`src/rtl/bp_pkg.sv`:
```
// bp_pkg -- shared definitions for the branch predictor.
//   ctr_e       : 2-bit saturating counter encodings (SNT/WNT predict
//                 not-taken, WT/ST predict taken).
//   CTR_RESET   : counter value loaded on reset (weakly not-taken).
//   BP_ENTRIES  : default number of BTB/BHT entries.
//   BP_GHR_W    : default global history length in bits.
package bp_pkg;

  localparam int BP_ENTRIES = 16;
  localparam int BP_GHR_W   = 4;

  typedef enum logic [1:0] {
    SNT = 2'b00,
    WNT = 2'b01,
    WT  = 2'b10,
    ST  = 2'b11
  } ctr_e;

  localparam ctr_e CTR_RESET = WNT;

endpackage

```
`src/rtl/branch_predictor_if.sv`:
```
// branch_predictor_if -- fetch lookup and branch-resolution bus.
//   master : pipeline side; drives fetch_pc and the upd_* fields, receives
//            the prediction and the redirect request.
//   slave  : predictor side.
//   Signals: fetch_pc, predict_taken, predict_target (lookup);
//            upd_valid, upd_pc, upd_taken, upd_target, upd_pred_taken,
//            upd_pred_target (resolution); mispredict, correct_pc (redirect).
interface branch_predictor_if;

  logic [31:0] fetch_pc;
  logic        predict_taken;
  logic [31:0] predict_target;

  logic        upd_valid;
  logic [31:0] upd_pc;
  logic        upd_taken;
  logic [31:0] upd_target;
  logic        upd_pred_taken;
  logic [31:0] upd_pred_target;

  logic        mispredict;
  logic [31:0] correct_pc;

  modport master (
    output fetch_pc, upd_valid, upd_pc, upd_taken, upd_target,
           upd_pred_taken, upd_pred_target,
    input  predict_taken, predict_target, mispredict, correct_pc
  );

  modport slave (
    input  fetch_pc, upd_valid, upd_pc, upd_taken, upd_target,
           upd_pred_taken, upd_pred_target,
    output predict_taken, predict_target, mispredict, correct_pc
  );

endinterface

```
`src/rtl/bp_sat_counter.sv`:
```
// bp_sat_counter -- next-state logic of a 2-bit saturating counter.
//   state      : current counter value
//   taken      : resolved branch outcome
//   next_state : state+1 on taken (stops at ST), state-1 otherwise
//                (stops at SNT)
module bp_sat_counter
  import bp_pkg::*;
(
  input  logic [1:0] state,
  input  logic       taken,
  output logic [1:0] next_state
);

  always_comb begin
    next_state = state;
    if (taken) begin
      if (state != ST) next_state = state + 2'b01;
    end else begin
      if (state != SNT) next_state = state - 2'b01;
    end
  end

endmodule

```
`src/rtl/branch_predictor.sv`:
```
// branch_predictor -- direct-mapped BTB plus 2-bit-counter BHT.
//   clk : rising-edge clock
//   rst : asynchronous active-high reset
//   bus : branch_predictor_if.slave (lookup, resolution, redirect)
// Lookup and redirect are combinational; tables update on the clock edge
// of a valid resolution, so a same-cycle lookup sees pre-update state.
// Optional build macro BP_GSHARE_EN: BHT indexed by idx XOR global history,
// history register shifted on every resolved branch (non-speculative).
module branch_predictor
  import bp_pkg::*;
#(
  parameter int ENTRIES = BP_ENTRIES,
  parameter int GHR_W   = BP_GHR_W
) (
  input logic               clk,
  input logic               rst,
  branch_predictor_if.slave bus
);

  localparam int IDX_W = $clog2(ENTRIES);
  localparam int TAG_W = 30 - IDX_W;

  // Parameter sanity: history must fit in the index, table at least 4 deep.
  if (GHR_W > IDX_W || ENTRIES < 4) begin : g_param_out_of_range
  end

  logic             btb_valid  [ENTRIES];
  logic [TAG_W-1:0] btb_tag    [ENTRIES];
  logic [31:0]      btb_target [ENTRIES];
  logic [1:0]       bht        [ENTRIES];

  logic [IDX_W-1:0] fetch_idx, upd_idx;
  logic [TAG_W-1:0] fetch_tag, upd_tag;
  logic [IDX_W-1:0] fetch_bht_idx, upd_bht_idx;
  logic [1:0]       ctr_next;
  logic             btb_hit;
  logic             unused_pc_bits;

  assign fetch_idx = bus.fetch_pc[IDX_W+1:2];
  assign fetch_tag = bus.fetch_pc[31:IDX_W+2];
  assign upd_idx   = bus.upd_pc[IDX_W+1:2];
  assign upd_tag   = bus.upd_pc[31:IDX_W+2];
  // Instruction-aligned PCs: the byte offset never selects anything.
  assign unused_pc_bits = ^bus.fetch_pc[1:0];

`ifdef BP_GSHARE_EN
  logic [GHR_W-1:0] ghr;

  assign fetch_bht_idx = fetch_idx ^ IDX_W'(ghr);
  assign upd_bht_idx   = upd_idx ^ IDX_W'(ghr);

  always_ff @(posedge clk or posedge rst) begin
    if (rst) begin
      ghr <= '0;
    end else if (bus.upd_valid) begin
      ghr <= (ghr << 1) | GHR_W'(bus.upd_taken);
    end
  end
`else
  assign fetch_bht_idx = fetch_idx;
  assign upd_bht_idx   = upd_idx;
`endif

  // ---------------------------------------------------------------- lookup
  assign btb_hit = btb_valid[fetch_idx] && (btb_tag[fetch_idx] == fetch_tag);

  always_comb begin
    bus.predict_taken  = 1'b0;
    bus.predict_target = 32'h0;
    if (!rst && btb_hit && bht[fetch_bht_idx][1]) begin
      bus.predict_taken  = 1'b1;
      bus.predict_target = btb_target[fetch_idx];
    end
  end

  // -------------------------------------------------------------- redirect
  always_comb begin
    bus.mispredict = 1'b0;
    bus.correct_pc = 32'h0;
    if (!rst && bus.upd_valid &&
        ((bus.upd_taken != bus.upd_pred_taken) ||
         (bus.upd_taken && (bus.upd_target != bus.upd_pred_target)))) begin
      bus.mispredict = 1'b1;
      bus.correct_pc = bus.upd_taken ? bus.upd_target : (bus.upd_pc + 32'd4);
    end
  end

  // ---------------------------------------------------------------- update
  bp_sat_counter u_sat_counter (
    .state      (bht[upd_bht_idx]),
    .taken      (bus.upd_taken),
    .next_state (ctr_next)
  );

  for (genvar gi = 0; gi < ENTRIES; gi++) begin : g_entry
    always_ff @(posedge clk or posedge rst) begin
      if (rst) begin
        btb_valid[gi]  <= 1'b0;
        btb_tag[gi]    <= '0;
        btb_target[gi] <= 32'h0;
        bht[gi]        <= CTR_RESET;
      end else if (bus.upd_valid) begin
        if (upd_bht_idx == IDX_W'(gi)) begin
          bht[gi] <= ctr_next;
        end
        // Only taken branches allocate; an aliased entry is overwritten.
        if (bus.upd_taken && (upd_idx == IDX_W'(gi))) begin
          btb_valid[gi]  <= 1'b1;
          btb_tag[gi]    <= upd_tag;
          btb_target[gi] <= bus.upd_target;
        end
      end
    end
  end

endmodule
```
`src/flat_wrapper.sv`:
```
// flat-port wrapper written by rule: the top's interface ports become plain ports
module branch_predictor_flat import bp_pkg::*;
#(
  parameter int ENTRIES = BP_ENTRIES,
  parameter int GHR_W   = BP_GHR_W
)
  (clk, rst, bus_fetch_pc, bus_upd_valid, bus_upd_pc, bus_upd_taken, bus_upd_target, bus_upd_pred_taken, bus_upd_pred_target, bus_predict_taken, bus_predict_target, bus_mispredict, bus_correct_pc);
  branch_predictor_if bus_i ();
  input logic clk;
  input logic rst;
  input wire logic [$bits(bus_i.fetch_pc)-1:0] bus_fetch_pc;
  input wire logic [$bits(bus_i.upd_valid)-1:0] bus_upd_valid;
  input wire logic [$bits(bus_i.upd_pc)-1:0] bus_upd_pc;
  input wire logic [$bits(bus_i.upd_taken)-1:0] bus_upd_taken;
  input wire logic [$bits(bus_i.upd_target)-1:0] bus_upd_target;
  input wire logic [$bits(bus_i.upd_pred_taken)-1:0] bus_upd_pred_taken;
  input wire logic [$bits(bus_i.upd_pred_target)-1:0] bus_upd_pred_target;
  output wire logic [$bits(bus_i.predict_taken)-1:0] bus_predict_taken;
  output wire logic [$bits(bus_i.predict_target)-1:0] bus_predict_target;
  output wire logic [$bits(bus_i.mispredict)-1:0] bus_mispredict;
  output wire logic [$bits(bus_i.correct_pc)-1:0] bus_correct_pc;
  assign bus_i.fetch_pc = bus_fetch_pc;
  assign bus_i.upd_valid = bus_upd_valid;
  assign bus_i.upd_pc = bus_upd_pc;
  assign bus_i.upd_taken = bus_upd_taken;
  assign bus_i.upd_target = bus_upd_target;
  assign bus_i.upd_pred_taken = bus_upd_pred_taken;
  assign bus_i.upd_pred_target = bus_upd_pred_target;
  assign bus_predict_taken = bus_i.predict_taken;
  assign bus_predict_target = bus_i.predict_target;
  assign bus_mispredict = bus_i.mispredict;
  assign bus_correct_pc = bus_i.correct_pc;
  branch_predictor #(.ENTRIES(ENTRIES), .GHR_W(GHR_W)) u_core (.clk(clk), .rst(rst), .bus(bus_i));
endmodule
```
`config.mk`:
```
export PLATFORM = sky130hd
export DESIGN_NAME = branch_predictor_flat
export DESIGN_NICKNAME = d
export VERILOG_FILES = /design/src/rtl/bp_pkg.sv /design/src/rtl/branch_predictor_if.sv /design/src/rtl/bp_sat_counter.sv /design/src/rtl/branch_predictor.sv /design/src/flat_wrapper.sv
export SDC_FILE = /design/constraint.sdc
export NUM_CORES = 2
export LEC_CHECK = 0
export ABC_CLOCK_PERIOD_IN_PS = 36500
export BUFFER_PORTS_ARGS = -buffer_cell sky130_fd_sc_hd__buf_2
export CAP_MARGIN = 5
export CORE_ASPECT_RATIO = 1.75
export CORE_MARGIN = 10
export CORE_UTILIZATION = 55
export CTS_BUF_LIST = sky130_fd_sc_hd__clkbuf_8 sky130_fd_sc_hd__clkbuf_16
export DETAILED_ROUTE_END_ITERATION = 6
export PLACE_DENSITY = 0.72
export SYNTH_ARGS = -nofsm -noshare
export SYNTH_HDL_FRONTEND = slang
export SYNTH_SLANG_ARGS = --single-unit
```
`constraint.sdc`:
```
create_clock -name clk -period 36.5 [get_ports clk]
set_input_delay 0 -clock clk [delete_from_list [all_inputs] [get_ports clk]]
set_output_delay 0 -clock clk [all_outputs]
set_load 0.01 [all_outputs]
```
## Yosys cells after proc, flatten, opt, wreduce, memory -nomap -nowiden

Cells that the tools add are included.

| storage, ports and cells | value |
|---|---|
| bits in registers | 976 |
| word-level logic and storage cells | 171 |

| cells by class | value |
|---|---|
| magnitude comparators | 2 |
| bitwise operators | 2 |
| multiplexer cells | 23 |
| reductions and logical operators | 58 |
| add/subtract/negate cells | 3 |
| equality and inequality tests | 19 |

Operator list:

| operator | count |
|---|---|
| 32-bit 2-to-1 mux | 5 |
| 32-bit binary-select mux with 4-bit select | 1 |
| 26-bit binary-select mux with 4-bit select | 1 |
| 2-bit AND reduction | 32 |
| 26-bit 2-to-1 mux | 2 |
| 32-bit by 3-bit adder with 32-bit output, second input constant | 1 |
| 4-bit equality test, second input constant | 8 |
| 32-bit inequality test | 1 |
| 26-bit equality test | 1 |
| 1-bit logical AND | 22 |
| 2-bit binary-select mux with 4-bit select | 2 |
| 4-bit by 3-bit equality test with 1-bit output, second input constant | 4 |
| 2-bit 2-to-1 mux | 7 |
| 5-bit greater-or-equal comparator, second input constant | 2 |
| 4-bit NOT with 5-bit output | 2 |
| 4-bit by 2-bit equality test with 1-bit output, second input constant | 2 |
| 1-bit binary-select mux with 4-bit select | 1 |
| 4-bit by 1-bit equality test with 1-bit output, second input constant | 1 |
| 4-bit logical NOT | 1 |
| 1-bit 2-to-1 mux | 4 |
| 2-bit by 1-bit adder with 2-bit output, second input constant | 1 |
| 2-bit inequality test, second input constant | 1 |
| 2-bit nonzero test | 1 |
| 2-bit by 1-bit subtractor with 2-bit output, second input constant | 1 |
| other kinds (3) | 3 |

## Longest topological paths before layout

| logic depth | value |
|---|---|
| depth after elaboration | 9 |
| depth in mapped cells | 15 |
| depth with buffers taken out | 8 |

## Cells and area by module

Synthesis repeated with hierarchy kept, for this count alone.

| second synthesis, totals | value |
|---|---|
| cell total of the unflattened synthesis | 3094 |
| area total of the unflattened synthesis | 46341.9 µm² |

By module, submodules not included:

| module | area an instance (µm²) | times used | cells each |
|---|---|---|---|
| branch_predictor | 46315.7 | 1 | 3091 |
| bp_sat_counter | 26.3 | 1 | 3 |

## Worst setup path after synthesis

OpenSTA, ideal clock, no wires.

| timing | value |
|---|---|
| path kind | input to output |
| start point | in rst |
| end point | out bus_correct_pc[17] |
| arrival | 25.290 ns |
| path slack | 11.210 ns |
| stages | 3 |
| path through | inv_1 -> o2111ai_1 -> a211oi_1 |

| between the ends | value |
|---|---|
| cells in the longest elaborated chain, start to end | 4 |

RTL lines:

| what | line | source |
|---|---|---|
| start: declaration | flat_wrapper.sv:10 | `input logic rst;` |
| 1-bit logical NOT | branch_predictor.sv:80 | `if (!rst && bus.upd_valid &&` |
| 1-bit logical AND (2 in a row) | branch_predictor.sv:80 |  |
| 32-bit 2-to-1 mux | branch_predictor.sv:80 |  |
| end: declaration | flat_wrapper.sv:21 | `output wire logic [$bits(bus_i.correct_pc)-1:0] bus_correct_pc;` |

Every way passes these cells.

## Worst setup path in the final report

| timing | value |
|---|---|
| start point | in bus_fetch_pc[4] |
| end point | out bus_predict_target[31] |

| between the ends | value |
|---|---|
| cells in the longest elaborated chain, start to end | 9 |
| elaborated cells between the ends (all ways) | 18 |
| those cells by class | 1 x eq/ne; 13 x mux; 1 x bitwise; 3 x reduce/logical |

RTL lines:

| what | line | source |
|---|---|---|
| start: declaration | flat_wrapper.sv:11 | `input wire logic [$bits(bus_i.fetch_pc)-1:0] bus_fetch_pc;` |
| 4-bit NOT with 5-bit output (not written as such) * | branch_predictor.sv:65, branch_predictor.sv:70, branch_predictor.sv:72 |  |
| 26-bit binary-select mux with 4-bit select | branch_predictor.sv:65 | `assign btb_hit = btb_valid[fetch_idx] && (btb_tag[fetch_idx] == fetch_tag);` |
| 26-bit 2-to-1 mux (not written as such) (2 in a row) | branch_predictor.sv:65 |  |
| 26-bit equality test | branch_predictor.sv:65 |  |
| 1-bit logical AND | branch_predictor.sv:65 |  |
| 1-bit logical AND (2 in a row) | branch_predictor.sv:70 | `if (!rst && btb_hit && bht[fetch_bht_idx][1]) begin` |
| 32-bit 2-to-1 mux * | branch_predictor.sv:70 |  |
| end: declaration | flat_wrapper.sv:19 | `output wire logic [$bits(bus_i.predict_target)-1:0] bus_predict_target;` |

Every way passes the cells marked *; elsewhere a longest branch is shown, timed or not. The select of a mux whose other input is x is not followed.

==> run_results.csv <==
group,metric,value,unit
route,detail_route.iter0.violations,1965,
yosys,synth-seq-cells,976,
setup_path,regToRegEndpoint,"u_core.bht[31]",
clock_tree,tritoncts_num_sinks,976,
setup_path,cp_cell_sequence,"buf_8 -> buf_4 -> buf_4 -> nor2b_1 -> a211oi_1 -> nor4_1 -> a2111oi_0 -> a41oi_1 -> or4_2 -> buf_4 -> nor4b_1 -> buf_2",
route,routedWlPerCell,30.3,um
setup_path,cp-start-kind,"input port",
yosys,muxShareOfSynthArea,37.1,%
yosys,complex_gate_fraction_of_the_synthesized_area,1.67,%
yosys,syn-num-nets,3217,
yosys,largest_family_of_logic_cells_by_synthesized_area,"multiplexers",
timing,timing.max_slew.rel_slack,24.4,%
global_route,grt_max_degree,164,
placement,gp_congestion,0.942,
setup_path,crit_cells,12,
yosys,synth.cell_area,46400,um^2
yosys,synth-adder-area-share,0.151,%
floorplan,floorplan.initialDensity,55.2,%
setup_path,crit_path_buf_inv_count,5,
setup_path,cp-end-kind,"primary output",
route,detailroute.wirelength.met2,67900,um
global_route,grt_first_pass_wirelength,196000,um
floorplan,die_area,96900,um^2
clock_tree,post_cts.resized_instances,0,
placement,io_buffer_count,196,
setup_path,worstPathArrival,5.96,ns
clock_tree,tritoncts,"built",
global_route,antenna_violations_before_repair,4,
setup_path,cp_max_stage_delay,0.93,ns
setup_path,reg2reg_slack,34.02,ns
global_route,overflow,0,
clock_tree,clkLatencyLatePin,0.69,ns
timing,fin_worst_skew,0.0233,ns
timing,worst_pin_slew,1.13,ns
clock_tree,clock_pin_slew_on_the_worst_setup_and_hold_paths,0.07,ns
route,route.final.wire_length,131000,um
timing,final.period_utilization,16.3,%
setup_path,rr_startpoint,"u_core.bht[5]",
yosys,syn_avg_cell_area,15.1,um^2
layout,fin_nets,3303,
floorplan,io_pins,199,
yosys,synth_simple_gate_area_share,3.59,%
setup_path,crit_slowest_cell,"sky130_fd_sc_hd__buf_4",
setup_path,worst_ep_required_time,36.50,ns
yosys,synth-main-ff-cell,"sky130_fd_sc_hd__dfrtp_1",
setup_path,path_delay_family,"buffers and inverters",
placement,dpl.hpwl,82300,um
timing,finalHoldViolations,0,
route,met3RoutedLength,6420,um
layout,final_common_cell,"sky130_fd_sc_hd__mux2_2",
outcome,run_status,"finished, final reports clean",
flow_run,maxCapViolations,0,
setup_path,path_max_fanout,84,
setup_path,rr_worst_depth,4,
clock_tree,clockBufferDepth,3,
route,detailedRoute.firstPassIterationCount,5,
layout,layout_common_cells,"sky130_fd_sc_hd__mux2_2 (962), sky130_fd_sc_hd__dfrtp_1 (960), sky130_fd_sc_hd__mux4_2 (235)",
clock_tree,cts_made_buffers,88,
timing,timing.setup.tns,0,ns
layout,fill_cells,6221,
route,dr_total_vias,28000,
timing,grt_setup_unrepaired,"no",
yosys,postSynthCellCount,3080,
yosys,synth-xor-area-share,1.81,%
setup_path,crit_type,"in -> out",
route,post-route-drc-count,0,
yosys,synth-seq-area-share,52.6,%
route,route.detailed.vias_per_inst,6.49,
clock_tree,h-tree-depth,3,
yosys,postSynth.asyncResetShare,100,%
route,remaining_number_of_nets_flagged_by_the_antenna_check_after_routing,0,
timing,achievable-frequency,0.168,GHz
floorplan,fp-row-count,141,
floorplan,core_area,84200,um^2
layout,drive_gt1_share,51.6,%
power,power-per-cell-area,56.4,nW/um^2
clock_tree,cts-root-buf,"sky130_fd_sc_hd__clkbuf_16",
global_route,global_route.usage.total,27.2,%
setup_path,critPathMostFrequentCell,"sky130_fd_sc_hd__buf_4",
yosys,post_synth_num_cell_types,64,
power,worst_ir_drop_vdd,0.0396,mV
layout,areaGrowthSynthToFinish,11.3,%
route,routedLengthMet1,50500,um
timing,drv_slew,0,
hold_path,worst_hold_path_type,"in -> async",
route,top_signal_layer_used,"met5",
global_route,first_global_vias,31000,
power,p_leak,23.0,nW
layout,instances_no_fill,4311,
floorplan,die_width,240,um
floorplan,die_height,404,um
yosys,synth-edff-count,0,
timing,post-route-min-period,5.96,ns
placement,dpl.cell_count,4085,
yosys,yosys_warnings,0,
timing,setup_viol,0,
==> repair_timing <==
item,in CTS,in global routing
endpoints found under the hold margin,1034,0
setup endpoints to repair,0,0
hold buffers,63,0
setup buffers,0,0
==> cell usage after synthesis, drive strengths merged (6+ instances only) <==
cell | number | area, um^2
mux2 | 962 | 10800
dfrtp | 960 | 24000
mux4 | 247 | 5610
clkbuf | 212 | 796
buf | 103 | 577
mux2i | 78 | 781
nor2 | 63 | 244
nand2 | 48 | 180
xnor2 | 48 | 420
xor2 | 48 | 420
nand3 | 36 | 180
nor4b | 32 | 479
a21oi | 27 | 135
o21ai | 20 | 100
nand2b | 18 | 113
nand4 | 18 | 113
dfstp | 16 | 420
or2 | 14 | 87.6
inv | 12 | 45.0
nor4 | 10 | 62.6
a211oi | 8 | 60.1
and3 | 8 | 50.1
o211ai | 8 | 60.1
o22ai | 8 | 50.1
a221oi | 7 | 61.3
a22oi | 7 | 52.6
nor2b | 7 | 43.8
a22o | 6 | 52.6
or3 | 6 | 37.5
==> routing by layer <==
metal	vias to the layer above	global-route usage (%)
met5	-	0
met2	920	47.7
met4	4	12.2
met3	289	4.03
met1	15300	32.5
li1	11500	-
==> where the power goes <==
part | internal, mW | switching, mW
sequential | 1.30 | 0.114
clock | 0.559 | 0.421
combinational | 0.304 | 0.211
==> state kept, by name, indices dropped and copies added, names as in the netlist <==
name and count:
u_core.btb_tag 416, u_core.btb_valid 16, u_core.btb_target 512, u_core.bht 32
==> area by class of cell <==
| type | count | area [um^2] | area share (%) |
|---|---|---|---|
| Tap cell | 1072 | 1340 | 2.60 |
| Multi-Input combinational cell | 1775 | 20700 | 40.1 |
| Clock buffer | 104 | 2440 | 4.73 |
| Inverter | 14 | 61.3 | 0.119 |
| Clock inverter | 58 | 621 | 1.20 |
| Antenna cell | 1 | 2.50 | 0.00484 |
| Timing Repair Buffer | 311 | 2060 | 3.99 |
| Sequential cell | 976 | 24400 | 47.3 |
==> worst register-to-register path: cells and delay by family (launching register included) <==
kind / cells / cell delay, ns
multiplexers: 3 / 1.36
adder cells (fa/ha/maj): 1 / 0.57
flip-flops: 1 / 0.42
==> per-stage QoR <==
stage	setup WS, ns	area [um^2]	util (%)	hold WS [ns]	power [mW]
6_report	30.54	51700	61.4	0.0838	2.91
5_1_grt	30.26	51700	61.4	0.151	3.03
4_1_cts	30.60	51700	61.4	0.0812	2.93
3_5_place_dp	30.61	48000	57.0	0.260	1.95
3_3_place_gp	30.68	48000	57.0	0.240	1.89
2_1_floorplan	9.05	46400	-	0.152	1.80
==> worst max-delay path by stage <==
stage,startpoint,end
final,bus_fetch_pc[4],bus_predict_target[31]
after global routing,bus_fetch_pc[4],bus_predict_target[31]
after CTS,bus_fetch_pc[4],bus_predict_target[31]
after detailed placement,bus_fetch_pc[4],bus_predict_target[31]
after global placement,bus_fetch_pc[4],bus_predict_target[31]
after floorplan,rst,u_core.bht[11]
==> cell families (layout without fill, tap and decap cells) <==
group / after synthesis / after routing
AOI/OAI and AO/OA: 115 / 115
adders and majority gates: 6 / 6
muxes: 1287 / 1287
and+or+nand+nor: 271 / 271
other: 0 / 1
buffers and inverters: 329 / 487
DFF: 976 / 976
xor gates and xnor gates: 96 / 96
Note: power is estimated with default switching activity, not from simulation.
